## src/rtl/piso_serializer.sv

```systemverilog
// piso_serializer
// Parallel-in serial-out serializer feeding a downstream SIPO shift register.
// A WIDTH-bit word is accepted over a valid/ready handshake and emitted on
// sout, one bit per clk cycle. Back-to-back words stream with no idle gap.
//
// Parameters:
//   WIDTH      word width in bits (>= 2)
//   MSB_FIRST  1: bit WIDTH-1 leaves first; 0: bit 0 leaves first
//
// Ports:
//   clk         rising-edge clock
//   rst         synchronous, active-high reset
//   load_valid  upstream has a word on load_data
//   load_data   parallel word, sampled only on an accept edge
//   load_ready  serializer can accept a word this cycle
//   sout        serial data bit (registered)
//   sout_valid  sout carries a valid data bit this cycle
//   frame_last  high while the last bit of a word is on sout
//   busy        high while a word is being shifted out (same as sout_valid)
module piso_serializer #(
    parameter int WIDTH     = 4,
    parameter bit MSB_FIRST = 1'b1
) (
    input  logic             clk,
    input  logic             rst,
    input  logic             load_valid,
    input  logic [WIDTH-1:0] load_data,
    output logic             load_ready,
    output logic             sout,
    output logic             sout_valid,
    output logic             frame_last,
    output logic             busy
);

    localparam int                CNT_W    = $clog2(WIDTH);
    localparam logic [CNT_W-1:0] LAST_CNT = CNT_W'(WIDTH - 1);
    localparam logic [CNT_W-1:0] CNT_ONE  = CNT_W'(1);

    typedef enum logic {
        IDLE  = 1'b0,
        SHIFT = 1'b1
    } state_t;

    state_t             state_q, state_d;
    logic [CNT_W-1:0]   cnt_q, cnt_d;
    logic [WIDTH-1:0]   shreg_q, shreg_d;
    logic               sout_q, sout_d;
    logic               last_q, last_d;
    logic               at_last;
    logic               accept;

    // Bit that leaves first from a word, per the configured bit order.
    function automatic logic head_bit(input logic [WIDTH-1:0] w);
        return MSB_FIRST ? w[WIDTH-1] : w[0];
    endfunction

    // Word with its leading bit removed; a 0 fills the vacated end.
    function automatic logic [WIDTH-1:0] drop_head(input logic [WIDTH-1:0] w);
        return MSB_FIRST ? (w << 1) : (w >> 1);
    endfunction

    assign at_last    = (state_q == SHIFT) && (cnt_q == LAST_CNT);
    // Ready depends only on registered state, never on load_valid.
    assign load_ready = (state_q == IDLE) || at_last;
    assign accept     = load_valid && load_ready;

    // sout holds the bit currently on the line; shreg holds the bits still
    // to come, so the first bit is visible the cycle right after the accept.
    always_comb begin
        state_d = state_q;
        cnt_d   = cnt_q;
        shreg_d = shreg_q;
        sout_d  = sout_q;
        last_d  = last_q;
        if (accept) begin
            // Also covers the accept on the last bit: zero-bubble reload.
            state_d = SHIFT;
            cnt_d   = '0;
            shreg_d = drop_head(load_data);
            sout_d  = head_bit(load_data);
            last_d  = 1'b0;
        end else if (state_q == SHIFT) begin
            if (at_last) begin
                state_d = IDLE;
                cnt_d   = '0;
                shreg_d = '0;
                sout_d  = 1'b0;
                last_d  = 1'b0;
            end else begin
                cnt_d   = cnt_q + CNT_ONE;
                shreg_d = drop_head(shreg_q);
                sout_d  = head_bit(shreg_q);
                last_d  = ((cnt_q + CNT_ONE) == LAST_CNT);
            end
        end
    end

    always_ff @(posedge clk) begin
        if (rst) begin
            state_q <= IDLE;
            cnt_q   <= '0;
            shreg_q <= '0;
            sout_q  <= 1'b0;
            last_q  <= 1'b0;
        end else begin
            state_q <= state_d;
            cnt_q   <= cnt_d;
            shreg_q <= shreg_d;
            sout_q  <= sout_d;
            last_q  <= last_d;
        end
    end

    assign sout       = sout_q;
    assign sout_valid = (state_q == SHIFT);
    assign busy       = (state_q == SHIFT);
    assign frame_last = last_q;

endmodule

```

## config.mk

```make
export PLATFORM = sky130hd
export DESIGN_NAME = piso_serializer
export DESIGN_NICKNAME = d
export VERILOG_FILES = /design/src/rtl/piso_serializer.sv
export SDC_FILE = /design/constraint.sdc
export NUM_CORES = 1
export LEC_CHECK = 0
export CAP_MARGIN = 20
export CORE_ASPECT_RATIO = 1.1
export CORE_MARGIN = 2
export CORE_UTILIZATION = 30
export CTS_BUF_LIST = sky130_fd_sc_hd__clkbuf_4 sky130_fd_sc_hd__clkbuf_8 sky130_fd_sc_hd__clkbuf_16
export DETAILED_ROUTE_END_ITERATION = 10
export HOLD_SLACK_MARGIN = 0.05
export SLEW_MARGIN = 20
export SYNTH_ARGS = -nofsm -noshare
export SYNTH_HDL_FRONTEND = slang
export SYNTH_SLANG_ARGS = --single-unit
```

## constraint.sdc

```tcl
create_clock -name clk -period 1.58 [get_ports clk]
set_input_delay 0.237 -clock clk [delete_from_list [all_inputs] [get_ports clk]]
set_output_delay 0.237 -clock clk [all_outputs]
set_load 0.02 [all_outputs]
```

# --- Word level (Yosys, flattened, before mapping) ---
# Cells that the tools add are included.
classes:
  div: 0
  n_addsub: 1
  muxes: 11
  mul: 0
  shifts: 0
  eq_ne: 2
  n_reduce_logical: 5
  bitwise: 1
  magnitude_cmp: 0
op_table:
  columns: ["op", "count"]
  rows:
  - ["$mux W4", 3]
  - ["$mux W1", 7]
  - ["$eq A2 B2 Y1 const B", 2]
  - ["$add A2 B1 Y2 const B", 1]
  - ["$logic_and A1 B1 Y1", 2]
  - ["$mux W2", 1]
  - ["$reduce_bool A2 Y1", 1]
  - ["$reduce_or A2 Y1", 1]
  - ["$logic_or A1 B1 Y1", 1]
  - ["$not A1 Y1", 1]
totals:
  ramBits: 0
  romBits: 0
  out_inout_bits: 5
  wordCells: 26
  register_bits: 9
  inputBits: 7
  mem_count: 0
  latchBits: 0

# --- Logic depth before layout (Yosys ltp) ---
depth:
  ltp_word: 5
  mapped_depth: 5

# --- Worst setup path after synthesis ---
# No wires, ideal clock.
synth_timing:
  kind: "reg-to-output"
  startpoint: "register cnt_q[0]"
  endpoint: "output load_ready"
  path_slack_ps: 476
  path_stages_with_launch: 4
  n_path_buf: 0
  required_ps: 1343
  t_arrival_ps: 867
  path_cell_list: "dfxtp_1 > ha_1 > nor2b_4 > inv_1"
synth_via:
  elab_chain_len: 3
synth_lines:
  columns: ["element", "line", "rtl"]
  rows:
  - ["start, declared", "45", "logic [CNT_W-1:0] cnt_q, cnt_d;"]
  - ["start signal, assigned", "107", "cnt_q <= cnt_d;"]
  - ["$eq A2 B2 Y1", "62", "assign at_last = (state_q == SHIFT) && (cnt_q == LAST_CNT);"]
  - ["$logic_and A1 B1 Y1", "62", null]
  - ["$logic_or A1 B1 Y1", "64", "assign load_ready = (state_q == IDLE) || at_last;"]
  - ["end, declared", "28", "output logic load_ready,"]
# Every way passes these cells.

# --- Final worst setup path ---
layout_timing:
  startpoint: "register cnt_q[1]"
  endpoint: "output load_ready"
# Same word-level chain as after synthesis.

==> reports/metrics.yaml <==
timing.final.max_slew_violations: 0
power.static_leakage_nw: 0.269
fmaxAchievable_mhz: 705
placement_rows: 14
core_region_area_mm2: 0.00140
portBuffers: 11
cp-end-kind: "primary output"
synth_seq_cells: 8
cp.arrival_ps: 1180
grt_pass1_vias: 371
timing.critical_path.from_type: "flip-flop"
r2r_end: "cnt_q[1]"
drt_pass1_iterations: 1
grt_antenna_before_repair: 0
detail_route.wirelength_um: 831
remaining_drc_errors: 0
r2r.worst_path.cells: 5
routed_wire_length_per_instance_um: 10.5
holdCritStartpoint: "cnt_q[1]"
synth-simple-area-share_pct: 16.5
distinct_cells_synth: 19
status: "finished clean"
placement.cell_area_um2: 581
dpl.hpwl_um: 623
fin_util_pct: 42.5
netlist_area_um2: 463
clk_pin_slew_worst_paths_ps: 60
grt_setup_unrepaired: "false"
htree_num_levels: 1
final_cell_mix: "8 x sky130_fd_sc_hd__dfxtp_1, 8 x sky130_fd_sc_hd__clkdlybuf4s50_1, 7 x sky130_fd_sc_hd__nor2_1"
antenna_cells_inserted: 0
worst_pin_slew_ps: 368
final-setup-viol-count: 0
share_of_the_clock_period_used_by_the_worst_path_pct: 89.8
worstSetupPathType: "flip-flop to primary output"
io_pins: 12
num-fill-cells: 159
clock_tree_from_tritoncts: "done"
synthesis.instances: 49
postSynthNetCount: 58
finish.instance_area_um2: 596
clock_tree.buffer_depth: 2
holdBufCountCts: 0
design.die.area_mm2: 0.00187
regToRegSetupSlack_ps: 430
synth_area_in_compound_gates_pct: 23.5
die_height_um: 45.2
cts_setup_buffers: 0
design.final.nets: 74
layout_min_cycle_time_ps: 1420
sequential_to_total_area_share_from_yosys_stat_pct: 34.6
synthXorXnorAreaFrac_pct: 0
initial_core_util_pct: 33.0
via_per_inst: 4.77
route.vias.total: 377
worst_slew_margin_rel_pct: 75.4
die_outline_width_um: 41.5
postSynthAreaPerCell_um2: 9.45
drt.antenna.violating_nets: 0
pin_count_of_the_biggest_net_entering_global_routing: 16
synthMuxAreaShare_pct: 4.32
totalNegativeSetupSlack_ps: 0
postCtsResizedCells: 4
cts-buffers-inserted: 3
areaGrowthSynthToFinish_pct: 28.6
clk-insertion-delay-late_ps: 250
timing.max_cap.violations: 0
root_buffer: "sky130_fd_sc_hd__clkbuf_4"
timing.rr.start: "cnt_q[1]"
whs_path_depth: 2
grt-ovfl-total: 0
synth-warning-count: 0
drive_gt1_share_pct: 22.2
globalplace.congestion: 0.712
grt_pass1_wl_um: 1520
cts.sinks: 8
cellPowerDensity_mw_per_mm2: 801
groute.usage.overall_pct: 11.3
hold_violations: 0
dr.first_iter.drc_count: 0
synth_top_family_by_area: "compound AO/OA/AOI/OAI gates"
final.setup_skew_ps: 3.04
hold_end: "cnt_q[1]"
critPathRequiredTime_ps: 1340
startpoint: "cnt_q[1]"
hold_path.class: "flip-flop to flip-flop"
maximum_ir_drop_on_the_vdd_rail_mv: 0.445
critical_path.max_fanout: 6
post_synth_fa_ha_maj_area_fraction_pct: 5.41
## routing by layer
metal	share of wire [%]	global-route usage, %	vias up
li1	-	-	199
met1	48	11.7	168
met2	44	17.8	8
met3	5.8	4.80	2
met4	2.0	9.68	0
met5	0	0	-
## stage by stage
step / hold WS (ps) / total power, mW / std cells / setup slack, ps
after floorplan: 476 / 0.297 / 49 / 476
after global placement: 506 / 0.333 / 76 / 62.0
after detailed placement: 521 / 0.334 / 76 / 38.4
after CTS: 535 / 0.490 / 79 / 5.81
after global routing: 573 / 0.507 / 79 / 88.4
final: 523 / 0.477 / 79 / 161
## state kept, by name, indices dropped and copies added (netlist names)
name and cells:
shreg_q 3, cnt_q 2, busy 1, frame_last 1
sout 1
## worst max-delay path, stage by stage (launching register included)
cell and delay, ps:
sky130_fd_sc_hd__dfxtp_1 320, sky130_fd_sc_hd__ha_1 220, sky130_fd_sc_hd__nor2b_4 180, sky130_fd_sc_hd__inv_1 60
sky130_fd_sc_hd__clkbuf_2 150
## synthesized netlist by cell type, drive strengths merged
master	number	area [um^2]
nand3	1	5.00
ha	2	25.0
a211oi	3	37.5
buf	5	50.0
mux2i	2	20.0
a32oi	4	35.0
nor2b	1	13.8
nand2	1	3.75
nor3	3	15.0
nor2	7	26.3
o21a	1	7.51
inv	6	22.5
dfxtp	8	160
a31oi	1	6.26
a21o	3	22.5
nor3b	1	12.5
## cell type report
type / instances / area (um^2) / area share, %
Clock buffer: 3 / 22.5 / 3.78
Inverter: 6 / 22.5 / 3.78
Multi-Input combinational cell: 30 / 230 / 38.7
Sequential cell: 8 / 160 / 26.9
Tap cell: 16 / 20.0 / 3.36
Timing Repair Buffer: 16 / 140 / 23.5
## how the worst max path moves through the flow
stage	endpoint	cells after the start
2_1_floorplan	load_ready	3
3_3_place_gp	load_ready	4
3_5_place_dp	load_ready	4
4_1_cts	load_ready	4
5_1_grt	load_ready	4
6_report	load_ready	4
## power breakdown
group | internal (mW) | total (mW) | leakage (nW) | switching (mW)
logic | 0.0528 | 0.103 | 0.189 | 0.0504
clock network | 0.0868 | 0.153 | 0.0138 | 0.0667
registers | 0.214 | 0.220 | 0.0659 | 0.00631
total | 0.354 | 0.477 | 0.269 | 0.123
## logic make-up after synthesis
logic type,count (synthesis)
compound gates,12
fa+ha+maj,2
buf+inv,11
flops,8
mux,2
simple gates,14
Power figures use the tool's default switching activity.
==> patch: new RTL, same flow settings <==
Change the parameter `WIDTH` from 4 to 16.
--- a/src/rtl/piso_serializer.sv
+++ b/src/rtl/piso_serializer.sv
@@ -19,5 +19,5 @@
 //   busy        high while a word is being shifted out (same as sout_valid)
 module piso_serializer #(
-    parameter int WIDTH     = 4,
+    parameter int WIDTH     = 16,
     parameter bit MSB_FIRST = 1'b1
 ) (
Interface: changed (resized load_data); port bits go from 12 to 24. No check against the original RTL was run, so the function may have changed too.
==> patch against the unedited design <==
  * Critical path depth fell by 3
  * Combinational power increased by 130%
  * Critical endpoint is now sout_valid
  * Area after synthesis up 140%
  * First-iteration DRC count grew 84
  * Clock skew barely moved
  * Largest power group unchanged
  * Fmax down 6.8%
  * Sequential cell count up 14
  * Worst setup slack lost 0.10 ns
  * Routed wire length rose to 3.3 times the old value
  * Total power rose to 2.6 times the old value
  * Design area grew to 2.5 times the old value
==> patch: results (changes against the unedited design) <==
GLOBALROUTETOTALUTIL_PCT=13.6  # +2.3 points
TIMING.CRITICAL_PATH.SLOWEST_STAGE_CELL='sky130_fd_sc_hd__clkdlybuf4s50_1'
STATUS='completed'
P_INT_mW=0.936  # +160%
SYNTHTOPCELLSBYCOUNT='22 x sky130_fd_sc_hd__dfxtp_1, 20 x sky130_fd_sc_hd__o21ai_0, 15 x sky130_fd_sc_hd__a31oi_1, 15 x sky130_fd_sc_hd__o2111ai_1, 10 x sky130_fd_sc_hd__o21ai_1'
POST_DP_CELL_AREA_SQ_MM=0.00145  # +150%
WORSTPATHMAXFANOUT=5  # -1
R2R_SETUP_SLACK_NS=0.10  # -0.33 ns
LARGEST_NET_DEGREE_AT_THE_START_OF_GLOBAL_ROUTING=21  # +5
FINAL_LAYOUT_SIZE_SUFFIX_GT1_SHARE_PCT=15.2  # -7.0 points
VDD.IR_DROP.WORST_mV=0.387  # -13%
WORSTHOLDENDPOINT='shreg_q[14]'
PORT_BUFFERS=23  # +12
MIN_FROM='shreg_q[13]'
DP_HPWL_MM=1.87  # +200%
CLOCKROOTBUFFER='sky130_fd_sc_hd__clkbuf_8'
INITIALDRTVIOLATIONCOUNT=84  # +84
TIMING.CRITICAL_PATH.MAX_DELAY_FAMILY='buffers and inverters'
CRITPATHMAXSTAGEDELAY_NS=0.63  # +0.31 ns
CRITICAL_PATH.REG2REG.ENDPOINT='shreg_q[11]'
YOSYS.CELL_TYPES.COUNT=28  # +9
YS_TOP_CELLS_BY_AREA='sky130_fd_sc_hd__dfxtp_1 39%, sky130_fd_sc_hd__o2111ai_1 12%, sky130_fd_sc_hd__o21ai_0 8.9%, sky130_fd_sc_hd__a31oi_1 8.4%, sky130_fd_sc_hd__o21ai_1 4.5%'
DR_TOTAL_VIAS=1149  # +200%
P_LEAK_nW=0.545  # +100%
REGISTER_AREA_SQ_UM=440  # +170%
FILLER_CELL_COUNT=348  # +120%
[patch: cell types whose count changed after synthesis, sizes merged, moves of 4 or more]
cell     delta
a31oi      +14
dfxtp      +14
buf         +7
nand3       +4
o2111ai    +15
o21ai      +30
a32oi       -4
[patch: worst max-delay path by stage]
stage	end	slack, ns	start
after floorplan	shreg_q[10]	0.22	cnt_q[0]
after global placement	shreg_q[13]	0.01	load_valid
after detailed placement	shreg_q[2]	-0.04	load_valid
after CTS	load_ready	0.01	cnt_q[0]
after global routing	sout_valid	0.001	busy
final	sout_valid	0.06	busy
[patch: logic make-up after synthesis]
family / Yosys count / synth area share (%)
XOR/XNOR: 2 / 1.56
flip-flops: 22 / 39.3
buffers and inverters: 18 / 8.60
AO/OA/AOI/OAI: 68 / 38.3
adder cells (fa/ha/maj): 2 / 2.23
AND/OR/NAND/NOR: 19 / 9.95
[patch: final cells by class]
class,count,area share (%)
clock buffers,4,3.64
inverters,3,0.744
multi-input cells,91,39.0
flip-flops and latches,22,29.1
well taps,50,4.14
repair buffers,38,23.3
[patch: per-layer routing]
| layer | vias to the layer above | share of wire [%] | track usage [%] |
|---|---|---|---|
| li1 | 562 | - | - |
| met4 | 0 | 1.3 | 5.83 |
| met5 | - | 0 | 0 |
| met3 | 4 | 7.1 | 3.62 |
| met2 | 39 | 43 | 22.0 |
| met1 | 544 | 49 | 17.3 |
[patch: stage by stage]
stage	total power, mW	setup slack, ns	instances	TNS (ns)
after floorplan	0.755	0.216	131	0
after CTS	1.26	0.0106	208	0
after global placement	0.861	0.0148	204	0
after detailed placement	0.864	-0.0442	204	-0.217
after global routing	1.32	0.00128	208	0
final	1.25	0.0572	208	0
[patch: timing repair]
item                                   4_1_cts  5_1_grt
setup endpoints to repair                    2        4
endpoints found under the hold margin        0        0
gates resized for setup                      2        4
pin swaps                                    0        0
[patch: power by group through the flow]
stage	sequential, mW	combinational (mW)	clock (mW)
6_report	0.617	0.234	0.397
3_5_place_dp	0.630	0.235	0
4_1_cts	0.617	0.236	0.411
2_1_floorplan	0.631	0.124	0
3_3_place_gp	0.629	0.232	0
5_1_grt	0.622	0.260	0.438
